## src/rtl/mem_arbiter.sv

```systemverilog
// Shared main-memory arbiter between I-cache and D-cache with ownership lock and read drain.
// Optional round-robin tie-break on simultaneous requests: define MEM_ARB_RR_EN.
module mem_arbiter #(
  parameter int CNT_W = 3
) (
  input  logic        clk,
  input  logic        rst,
  input  logic        i_req,
  input  logic [15:0] i_addr,
  output logic        i_gnt,
  output logic        i_data_valid,
  input  logic        d_req,
  input  logic        d_wr,
  input  logic [15:0] d_addr,
  input  logic [15:0] d_wdata,
  output logic        d_gnt,
  output logic        d_data_valid,
  output logic        mem_en,
  output logic        mem_wr,
  output logic [15:0] mem_addr,
  output logic [15:0] mem_wdata,
  input  logic        mem_data_valid,
  output logic        busy,
  output logic        err
);

  localparam logic [CNT_W-1:0] CNT_MAX = '1;

  typedef enum logic [1:0] {IDLE, I_OWN, D_OWN, DRAIN} state_t;
  typedef enum logic {OWN_I, OWN_D} owner_t;

  state_t           state, state_nxt;
  owner_t           owner, owner_nxt;
  logic [CNT_W-1:0] outstanding, out_nxt, out_after_ret;
  logic             cnt_full, ret_ok, stray, rd_issue, pick_d;

  assign cnt_full      = (outstanding == CNT_MAX);
  assign ret_ok        = mem_data_valid & (outstanding != '0);
  assign stray         = mem_data_valid & (outstanding == '0);
  assign out_after_ret = outstanding - {{(CNT_W-1){1'b0}}, ret_ok};

`ifdef MEM_ARB_RR_EN
  owner_t last_gnt;
  // On a tie, the side that did not win last time goes first.
  assign pick_d = d_req & (~i_req | (last_gnt == OWN_I));
`else
  assign pick_d = d_req;
`endif

  always_comb begin
    state_nxt = state;
    owner_nxt = owner;
    i_gnt     = 1'b0;
    d_gnt     = 1'b0;
    mem_en    = 1'b0;
    mem_wr    = 1'b0;
    mem_addr  = '0;
    mem_wdata = '0;
    case (state)
      IDLE: begin
        if (pick_d) begin
          state_nxt = D_OWN;
          owner_nxt = OWN_D;
        end else if (i_req) begin
          state_nxt = I_OWN;
          owner_nxt = OWN_I;
        end
      end
      I_OWN: begin
        i_gnt    = i_req & ~cnt_full;
        mem_en   = i_gnt;
        mem_addr = i_addr;
        // With the request low nothing issues, so only a return can move the count.
        if (!i_req) state_nxt = (out_after_ret == '0) ? IDLE : DRAIN;
      end
      D_OWN: begin
        d_gnt     = d_req & ~cnt_full;
        mem_en    = d_gnt;
        mem_wr    = d_wr;
        mem_addr  = d_addr;
        mem_wdata = d_wdata;
        if (!d_req) state_nxt = (out_after_ret == '0) ? IDLE : DRAIN;
      end
      DRAIN: begin
        if (outstanding == '0) state_nxt = IDLE;
      end
      default: state_nxt = IDLE;
    endcase
  end

  assign rd_issue = mem_en & ~mem_wr;

  always_comb begin
    out_nxt = outstanding;
    if (rd_issue && !ret_ok)      out_nxt = outstanding + 1'b1;
    else if (!rd_issue && ret_ok) out_nxt = outstanding - 1'b1;
  end

  assign i_data_valid = ret_ok & (owner == OWN_I);
  assign d_data_valid = ret_ok & (owner == OWN_D);
  assign busy         = (state != IDLE);

  always_ff @(posedge clk) begin
    if (rst) begin
      state       <= IDLE;
      owner       <= OWN_I;
      outstanding <= '0;
      err         <= 1'b0;
    end else begin
      state       <= state_nxt;
      owner       <= owner_nxt;
      outstanding <= out_nxt;
      if (stray) err <= 1'b1;
    end
  end

`ifdef MEM_ARB_RR_EN
  always_ff @(posedge clk) begin
    if (rst)                                    last_gnt <= OWN_I;
    else if (state == IDLE && state_nxt != IDLE) last_gnt <= owner_nxt;
  end
`endif

endmodule

```

## config.mk

```make
export PLATFORM = sky130hd
export DESIGN_NAME = mem_arbiter
export DESIGN_NICKNAME = d
export VERILOG_FILES = /design/src/rtl/mem_arbiter.sv
export SDC_FILE = /design/constraint.sdc
export NUM_CORES = 1
export LEC_CHECK = 0
export ABC_AREA = 1
export BUFFER_PORTS_ARGS = -buffer_cell sky130_fd_sc_hd__buf_2
export CORE_ASPECT_RATIO = 1.2
export CORE_MARGIN = 5
export CORE_UTILIZATION = 25
export DETAILED_ROUTE_END_ITERATION = 16
export GPL_ROUTABILITY_DRIVEN = 0
export GPL_TIMING_DRIVEN = 0
export MAX_ROUTING_LAYER = met4
export SLEW_MARGIN = 5
export SYNTH_ARGS = -nofsm -noshare
export SYNTH_HDL_FRONTEND = slang
export SYNTH_SLANG_ARGS = --single-unit
```

## constraint.sdc

```tcl
create_clock -name clk -period 7 [get_ports clk]
set_clock_uncertainty 0.2 [all_clocks]
set_input_delay 1.4 -clock clk [delete_from_list [all_inputs] [get_ports clk]]
set_output_delay 1.4 -clock clk [all_outputs]
set_load 0.05 [all_outputs]
```

==> summary.md <==
| Metric | Value |
|---|---|
| Clock Tree Buf Depth | 2 |
| I/O Buffers | just over 90 |
| Clock share of power | 0.073 |
| # Post-CTS Setup Buffers | 0 |
| CP arrival | approximately 2.1 ns |
| I/O pin total | 94 |
| Total Neg Setup Slack | 0 ns |
| Worst relative slew slack | 0.821 |
| Final wirelength | between 3000 and 4000 µm |
| Ant. Diodes | 0 |
| Critical Path Sink | mem_en |
| Yosys reg bits | 7 |
| Area of the multi-input gates | approximately 600 µm² |
| Post-Syn Area per Cell | about 5.4 µm² |
| Logic pwr share | 0.830 |
| CP max stage delay | about 0.3 ns |
| DR DRC count | 0 |
| Int Power | around 260 µW |
| Worst path most repeated cell | buf_2 |
| Chip height | approximately 77 µm |
| Synth cell types | 20 |
| Metal2 WL | 1590 µm |
| Placed instance area | roughly 1500 µm² |
| Seq/Total Area, Yosys | 0.150 |
| CP Max Fanout | 3 |
| Via/cell ratio | ~4.1 |
| Lkg Pwr | approximately 0.001 µW |
| Startpoint type of the worst setup path | primary input |
| Slowest-stage cell, CP | buf_2 |
| Synth Cell Area | a little over 900 µm² |
| Resize count post-CTS | 0 |
| Design area | approximately 1500 µm² |
| Routed wire length per instance | about 10 µm |
| CTS Buf Count | 3 |
| Top Layer Used | met4 |
| GRT Overall Usage | 0.122 |
| Pin count of the biggest net entering global routing | 11 |
| FF/Latch Area | around 140 µm² |
| Crit end category | output port |
| Clk slew on worst S/H paths | about 0.040 ns |
| DR vias | about 1,300 |
| Htree depth | 1 |
| R2R depth | 13 |
| Met3 WL | 330 µm |
| Crit path cell chain | buf_2 > nand2_4 > nand2_2 > inv_2 > nor3_1 > buf_2 |
| Peak Freq | around 270 MHz |
| Nets | ~330 |
| Final number of hold-violating endpoints | 0 |
| Share of layout cells above drive strength 1 | 0.419 |
| Finish-stage setup viols | 0 |
| RR Endpoint | outstanding[2] |
| Hold-fix buffer count after cts | 0 |
| Detailed Place HPWL | roughly 2800 µm |
| Most common cell after layout, fill and taps aside | buf_2 |
| Starting Density | 0.257 |
| Fin crit period | between 3 and 4 ns |
| Commonest non-fill, non-tap cells in the layout | buf_2 (97), nand2_1 (65), inv_1 (35) |
| Slew Viols, Final | 0 |
| Post-Syn Instances | roughly 170 |
| WS Path Type | primary input to output port |
| CTS tree | built |
| Min-Delay Path Class | flip-flop to flip-flop |
| Worst setup startpoint | i_req |
| Die X | 65.8 µm |
| Sw Ratio | 0.656 |
| M1 WL | approximately 1300 µm |
| Area growth syn-to-layout | 61.7% |
| CTS Sinks | 7 |
| GRT overflow | 0 |
| Core Footprint | approximately 3600 µm² |
| Final ANT Viol Nets | 0 |
| FILL cells | ~430 |
| Peak supply drop | 0.280 mV |
| Non-Filler Instances | between 300 and 400 |
| Worst EP required | between 5 and 6 ns |
| WP depth | 6 |
| DP Cell Count | about 320 |
| Slew @ Worst Pin | about 0.27 ns |
| Initial DRC count | 27 |
| R2R Path Start | state[0] |
| Clock insertion delay at the later pin of the skew report | between 0.2 and 0.25 ns |
| RSZ-0062 raised after global routing | false |
| Crit path buffers/inverters | 3 |
| Seq pwr share | 0.097 |
| Initial antenna violation count | 0 |
| Synth Net Count | ~230 |
| 1st-pass router iterations | 4 |
| Net Switching | between 500 and 600 µW |
| DIE AREA | approximately 5100 µm² |
| PwrDens | 509 nW/µm² |
| Reg-to-reg setup timing slack | about 4.5 ns |
| Yosys warning count | 0 |
| Number of max-cap violations | 0 |
| CTS Root Cell | clkbuf_8 |
| First-pass GRT wire length | 4940 µm |
| Crit share post-route | 0.534 |
| Vias in the first global route | between 1,000 and 1,500 |
| Floorplan row count | 24 |
| Crit path max-delay family | buffers and inverters |
| Status | finished clean |
## cell usage after synthesis
| library cell | number | share of area |
|---|---|---|
| nand3_1 | 5 | 0.027 |
| nor2_2 | 1 | 0.0067 |
| a21oi_1 | 20 | 0.11 |
| nor3_1 | 1 | 0.0054 |
| ha_1 | 6 | 0.080 |
| nand2_1 | 65 | 0.26 |
| fa_1 | 1 | 0.021 |
| buf_4 | 1 | 0.0080 |
| nor2_1 | 11 | 0.044 |
| inv_1 | 35 | 0.14 |
| nand2_4 | 1 | 0.012 |
| nand2_2 | 3 | 0.020 |
| nand3_2 | 1 | 0.011 |
| inv_2 | 3 | 0.012 |
| buf_6 | 2 | 0.024 |
| o21ai_0 | 4 | 0.021 |
| buf_2 | 4 | 0.021 |
| dfxtp_1 | 7 | 0.15 |
| nand3_4 | 1 | 0.019 |
| nor4_1 | 1 | 0.0067 |
## how the worst min path moves through the flow
stage | from | to | cells past startpoint
2_1_floorplan | owner | owner | 2
3_3_place_gp | err | err | 2
3_5_place_dp | err | err | 2
4_1_cts | err | err | 2
5_1_grt | err | err | 2
6_report | err | err | 2
## routing by layer
metal  track usage  up-vias
met5             -        -
met4        0.0311        0
met3        0.0234        4
met2         0.228       53
met1         0.128      543
li1              -      706
## layout make-up
| cell class | count | area share |
|---|---|---|
| sequential | 7 | 0.0929 |
| clock buffer | 4 | 0.0299 |
| timing repair buffer | 93 | 0.308 |
| buffer | 7 | 0.0332 |
| multi-input combinational | 121 | 0.398 |
| tap | 52 | 0.0431 |
| inverter | 38 | 0.0945 |
## kinds of logic (layout without fill, tap and decap cells)
kind of cell / Yosys count / count (layout) / synth area share
buf+inv: 45 / 142 / 0.206
fa+ha+maj: 7 / 7 / 0.102
compound gates: 24 / 24 / 0.129
simple gates: 90 / 90 / 0.413
flops: 7 / 7 / 0.150
## registers in the layout, indices dropped and copies added, names as in the netlist
signal       count
err              1
state            2
outstanding      3
owner            1
## power by group through the flow
stage	clock network, µW	logic (µW)	registers (µW)
finish	55.9	637	74.9
global route	60.3	701	78.7
CTS	57.3	646	75.4
detailed placement	0	644	76.2
global placement	0	641	75.7
floorplan	0	498	78.1
## worst min-delay path, stage by stage (launching register included)
cell and delay [ns]:
dfxtp_1 0.30, inv_1 0.05, a21oi_1 0.05
## per-stage QoR
step	worst slack, ns	power (µW)	util	hold WS, ns
floorplan	2.82	576	-	0.257
finish	3.26	768	0.415	0.247
global route	3.18	840	0.415	0.289
global placement	3.25	717	0.403	0.239
detailed placement	3.26	720	0.403	0.238
CTS	3.25	779	0.415	0.246
Note: power is estimated with default switching activity, not from simulation.
